--- config.mk ---
export PLATFORM = sky130hd
export DESIGN_NAME = fir3_decim_filter
export DESIGN_NICKNAME = d
export VERILOG_FILES = /design/src/rtl/fir3_decim_filter.sv
export SDC_FILE = /design/constraint.sdc
export NUM_CORES = 1
export LEC_CHECK = 0
export BUFFER_PORTS_ARGS = -buffer_cell sky130_fd_sc_hd__buf_4
export CAP_MARGIN = 40
export CORE_MARGIN = 3
export CORE_UTILIZATION = 32
export DETAILED_ROUTE_END_ITERATION = 7
export PLACE_DENSITY = 0.43
export SETUP_SLACK_MARGIN = 0.15
export SLEW_MARGIN = 20
export SYNTH_ARGS = -nofsm -noshare
export SYNTH_HDL_FRONTEND = slang
export SYNTH_SLANG_ARGS = --single-unit
--- constraint.sdc ---
create_clock -name clk -period 9 [get_ports clk]
set_clock_uncertainty 0.05 [all_clocks]
set_input_delay 1.8 -clock clk [delete_from_list [all_inputs] [get_ports clk]]
set_output_delay 1.8 -clock clk [all_outputs]
set_load 0.03 [all_outputs]
--- src/rtl/fir3_decim_filter.sv ---
// 3-tap signed FIR with a programmable arithmetic post-shift, output saturation and
// 1-in-(ratio+1) output decimation. Two register stages from sample accept to output strobe.
module fir3_decim_filter #(
    parameter int DATA_W = 8,
    parameter int ACC_W  = 18
) (
    input  logic              clk,
    input  logic              rst,
    input  logic              I_conv_en,
    input  logic [DATA_W-1:0] I_coef0,
    input  logic [DATA_W-1:0] I_coef1,
    input  logic [DATA_W-1:0] I_coef2,
    input  logic [7:0]        I_coef_div,
    input  logic [1:0]        I_decimation_ratio,
    input  logic              I_in_valid,
    input  logic [DATA_W-1:0] I_in_data,
    output logic              O_out_valid,
    output logic [DATA_W-1:0] O_out_data,
    output logic              O_sat
);

    localparam int PROD_W = 2 * DATA_W;
    localparam logic signed [ACC_W-1:0] SAT_MAX = ACC_W'((1 << (DATA_W - 1)) - 1);
    localparam logic signed [ACC_W-1:0] SAT_MIN = ~SAT_MAX;

    logic signed [DATA_W-1:0] x0_q, x1_q, x2_q, x0_d, x1_d, x2_d;
    logic signed [PROD_W-1:0] p0_q, p1_q, p2_q, p0_d, p1_d, p2_d;
    logic                     v0_q, v1_q, v0_d, v1_d;
    logic [1:0]               dcnt_q, dcnt_d;
    logic                     out_valid_q, out_valid_d;
    logic [DATA_W-1:0]        out_data_q, out_data_d;
    logic                     sat_q, sat_d;

    logic                     accept;
    logic signed [ACC_W-1:0]  acc;
    logic signed [ACC_W-1:0]  q;
    logic [DATA_W-1:0]        clipped;
    logic                     clip_hit;
    logic                     emit;
    logic                     div_unused;

    // Only the low three bits select the shift amount.
    assign div_unused = ^I_coef_div[7:3];

    // NOTE: every signal written here gets a default first so no latch is inferred.
    always_comb begin
        accept = I_in_valid && I_conv_en;

        x0_d = x0_q;
        x1_d = x1_q;
        x2_d = x2_q;
        if (!I_conv_en) begin
            x0_d = '0;
            x1_d = '0;
            x2_d = '0;
        end else if (accept) begin
            x0_d = I_in_data;
            x1_d = x0_q;
            x2_d = x1_q;
        end
        v0_d = accept;

        // Coefficients are sampled here, one edge after the sample entered the history.
        p0_d = PROD_W'($signed(I_coef0)) * PROD_W'(x0_q);
        p1_d = PROD_W'($signed(I_coef1)) * PROD_W'(x1_q);
        p2_d = PROD_W'($signed(I_coef2)) * PROD_W'(x2_q);
        v1_d = v0_q;

        acc = ACC_W'(p0_q) + ACC_W'(p1_q) + ACC_W'(p2_q);
        q   = acc >>> I_coef_div[2:0];
        clip_hit = 1'b1;
        if (q > SAT_MAX) begin
            clipped = SAT_MAX[DATA_W-1:0];
        end else if (q < SAT_MIN) begin
            clipped = SAT_MIN[DATA_W-1:0];
        end else begin
            clipped  = q[DATA_W-1:0];
            clip_hit = 1'b0;
        end

        // In-flight results still drain while disabled; the counter is held at zero then.
        emit = v1_q && ((dcnt_q == 2'd0) || !I_conv_en);

        dcnt_d = dcnt_q;
        if (!I_conv_en) begin
            dcnt_d = 2'd0;
        end else if (v1_q) begin
            dcnt_d = (dcnt_q >= I_decimation_ratio) ? 2'd0 : dcnt_q + 2'd1;
        end else if (dcnt_q > I_decimation_ratio) begin
            dcnt_d = 2'd0;
        end

        out_valid_d = emit;
        out_data_d  = emit ? clipped : out_data_q;
        sat_d       = sat_q || (emit && clip_hit);
    end

    // NOTE: sequential state uses non-blocking assignments so all flops update together.
    always_ff @(posedge clk or posedge rst) begin
        if (rst) begin
            x0_q        <= '0;
            x1_q        <= '0;
            x2_q        <= '0;
            p0_q        <= '0;
            p1_q        <= '0;
            p2_q        <= '0;
            v0_q        <= 1'b0;
            v1_q        <= 1'b0;
            dcnt_q      <= 2'd0;
            out_valid_q <= 1'b0;
            out_data_q  <= '0;
            sat_q       <= 1'b0;
        end else begin
            x0_q        <= x0_d;
            x1_q        <= x1_d;
            x2_q        <= x2_d;
            p0_q        <= p0_d;
            p1_q        <= p1_d;
            p2_q        <= p2_d;
            v0_q        <= v0_d;
            v1_q        <= v1_d;
            dcnt_q      <= dcnt_d;
            out_valid_q <= out_valid_d;
            out_data_q  <= out_data_d;
            sat_q       <= sat_d;
        end
    end

    assign O_out_valid = out_valid_q;
    assign O_out_data  = out_data_q;
    assign O_sat       = sat_q;

endmodule

==> results.yml <==
worst_hold_path:
  hold_path.class: "reg -> reg"
  min_from: "v0_q"
  holdPathEnd: "v1_q"
  min_path_cells: 0
worst_setup_path:
  r2r_cells: 17
  r2r-end: "p1_q[14]"
  worstReg2RegStart: "x1_q[2]"
  cp_max_fo: 8
  crit_required_ns: 9.22
  r2r_setup_slack_ns: 3.77
  crit_type: "in -> reg"
  crit_arrival_ns: 6.40
  critPathLaunchType: "primary input"
  critPathCaptureType: "flop"
job:
  cap_violations: 0
floorplanning:
  io_pins: 56
  row_count: 70
  core_sq_um: 36800
  die_height_um: 200
  initial_core_util: 0.326
  fp.dieW_um: 200
  dieArea_sq_um: 39900
pwr:
  p_int_uw: 1190
  pwr_density_cell_nw_per_um2: 165
  switching_share: 0.452
  pwr-share-seq: 0.226
  p_total_uw: 2180
  ir_drop_mv: 0.0957
  p_sw_uw: 985
  combPwrFrac: 0.594
  p_clk_frac: 0.180
  p_leak_uw: 0.00654
final_layout:
  area_growth_pct: 9.94
  stdcell_count: 1769
  diodes: 0
  design_area_sq_um: 13200
  fill_cells: 3858
  layout-drive-gt1-share: 0.0746
  nets: 1630
  fin_util: 0.359
grt:
  grt_max_degree: 38
  grt_pass1_wl_mm: 45.9
  grt_use_total: 0.146
  grt_pass1_vias: 8599
  grt-ovfl-total: 0
  grt_antenna_before_repair: 0
place:
  placed_cells: 1753
  gp_congestion: 0.800
  io_buffers: 50
  place_area_sq_um: 12900
  hpwl_mm: 22.7
synthesis:
  synth.cells.most_frequent: "245 x inv_1, 182 x fa_1, 119 x and2_1, 106 x ha_1, 99 x nand2_1"
  synth_top_area_share: 0.303
  synth-async-reset-ratio: 1.00
  synth_edf_count: 0
  postSynthCellCount: 1260
  netlist_area_sq_um: 12000
  synth_seq_cells: 86
  syn_nets: 1594
  synth_ff_type: "dfrtp_1"
  yosysMostFrequentCell: "inv_1"
  syn_avg_cell_area_sq_um: 9.53
  yosysUniqueCellTypes: 74
  synth_top_cell_by_area: "fa_1"
  yosys-top-cells-area: "fa_1 30%, dfrtp_1 18%, ha_1 11%"
  synth_warnings: 0
  ys_seq_area_frac: 0.179
sta:
  rsz0062_at_grt: "no"
  maxSlewHeadroom: 0.491
  post-route-period-util: 0.686
  worstMarginPinSlew_ns: 0.760
  period_minus_slack_ns: 6.18
  tns_ns: 0
  finalSetupViolCount: 0
  hold_viol_final: 0
  final_max_slew_viol_count: 0
  max_freq_mhz: 162
drt:
  drt_pass1_iterations: 5
  drc: 0
  drtIter0Drc: 332
  ant_nets: 0
  dr_total_vias: 8239
  viasPerCell: 4.66
  finalWirelength_mm: 27.1
  drt-wirelength-per-cell_um: 15.3
clock_tree:
  postCtsSetupRepairBufs: 0
  clock_latency_ns: 0.35
  cts-resized-gates: 0
  cts_root_buf: "clkbuf_16"
  cts.sinks: 86
  hold_buffers: 0
  cts_buffers: 9
  cts_tree: "built"
  clockBufferDepth: 2
  htree_levels: 3
  clk_pin_slew_ns: 0.07
run_status:
  status: "completed"
## power groups by stage
| stage | logic [uW] | clock network [uW] | registers (uW) |
|---|---|---|---|
| after floorplan | 971 | 0 | 522 |
| after global placement | 1290 | 0 | 503 |
| after detailed placement | 1300 | 0 | 504 |
| after CTS | 1310 | 411 | 496 |
| after global routing | 1470 | 427 | 502 |
| final | 1290 | 393 | 493 |
## registers in the layout, summed over array words and instances (netlist names)
signal and flops:
p0_q 16, p1_q 16, p2_q 16, O_out_data 8, x0_q 8, x1_q 8
x2_q 8, dcnt_q 2, O_out_valid 1, O_sat 1, v0_q 1, v1_q 1
## worst max-delay path, cell delays in order
cell and delay (ns):
buf_4 0.15, and2_1 0.18, fa_1 0.42, inv_1 0.07, fa_1 0.43, fa_1 0.51
fa_1 0.49, inv_1 0.04, ha_1 0.30, nor2b_1 0.14, o21ai_0 0.23, a21boi_0 0.16
o21ai_0 0.26, a21boi_0 0.17, o21ai_0 0.26, a21boi_0 0.20, or4_1 0.44, nand3_1 0.16
## cell usage in the layout (no fill, tap or decap), drive strengths merged, types with 4 or more instances in the layout
cell,count
nand2b,23
a211oi,8
nor3,8
nor2b,5
fa,182
nand2,99
a31oi,4
xnor2,41
or4,6
o21ai,28
buf,54
o211ai,18
inv,249
o311ai,5
a21boi,14
a21o,12
dfrtp,86
and2,119
xor2,7
nand3,11
mux2i,32
clkinv,5
a21oi,29
ha,106
nor2,81
clkbuf,9
and3,6
o21a,5
## how the worst max path moves through the flow
stage | from | endpoint | slack [ns] | cells after the start
finish | I_coef1[3] | p1_q[14] | 2.82 | 18
global route | I_coef1[6] | p1_q[14] | 2.50 | 19
CTS | I_coef1[3] | p1_q[14] | 2.82 | 18
detailed placement | I_coef1[6] | p1_q[14] | 2.47 | 19
global placement | I_coef1[3] | p1_q[14] | 2.53 | 18
floorplan | I_coef1[6] | p1_q[14] | 3.16 | 18
## per-layer routing
layer / routed length, um / up-vias / part of all wire / global-route usage
li1: - / 4048 / - / -
met1: 13100 / 4112 / 0.48 / 0.206
met3: 545 / 12 / 0.020 / 0.0200
met5: 0 / - / 0 / 0
met4: 218 / 0 / 0.0080 / 0.0220
met2: 13200 / 67 / 0.49 / 0.245
## layout make-up
type / instances / area, sq um / share of cell area
multi-input combinational: 896 / 8790 / 0.665
sequential: 86 / 2150 / 0.163
inverter: 249 / 937 / 0.0710
tap: 468 / 586 / 0.0443
timing repair buffer: 54 / 438 / 0.0332
clock buffer: 9 / 225 / 0.0171
clock inverter: 7 / 80.1 / 0.00606
## logic make-up after synthesis
logic type / count (synthesis) / share of synthesized area
simple gates: 369 / 0.156
fa+ha+maj: 288 / 0.414
buf+inv: 278 / 0.0893
compound gates: 155 / 0.0958
flops: 86 / 0.179
xor+xnor: 48 / 0.0350
mux: 36 / 0.0314
## metrics by stage
stage | setup WS, ns | hold slack, ns
after floorplan | 3.16 | 0.281
after global placement | 2.53 | 0.301
after detailed placement | 2.47 | 0.301
after CTS | 2.82 | 0.317
after global routing | 2.50 | 0.328
final | 2.82 | 0.318
Power figures use the tool's default switching activity.
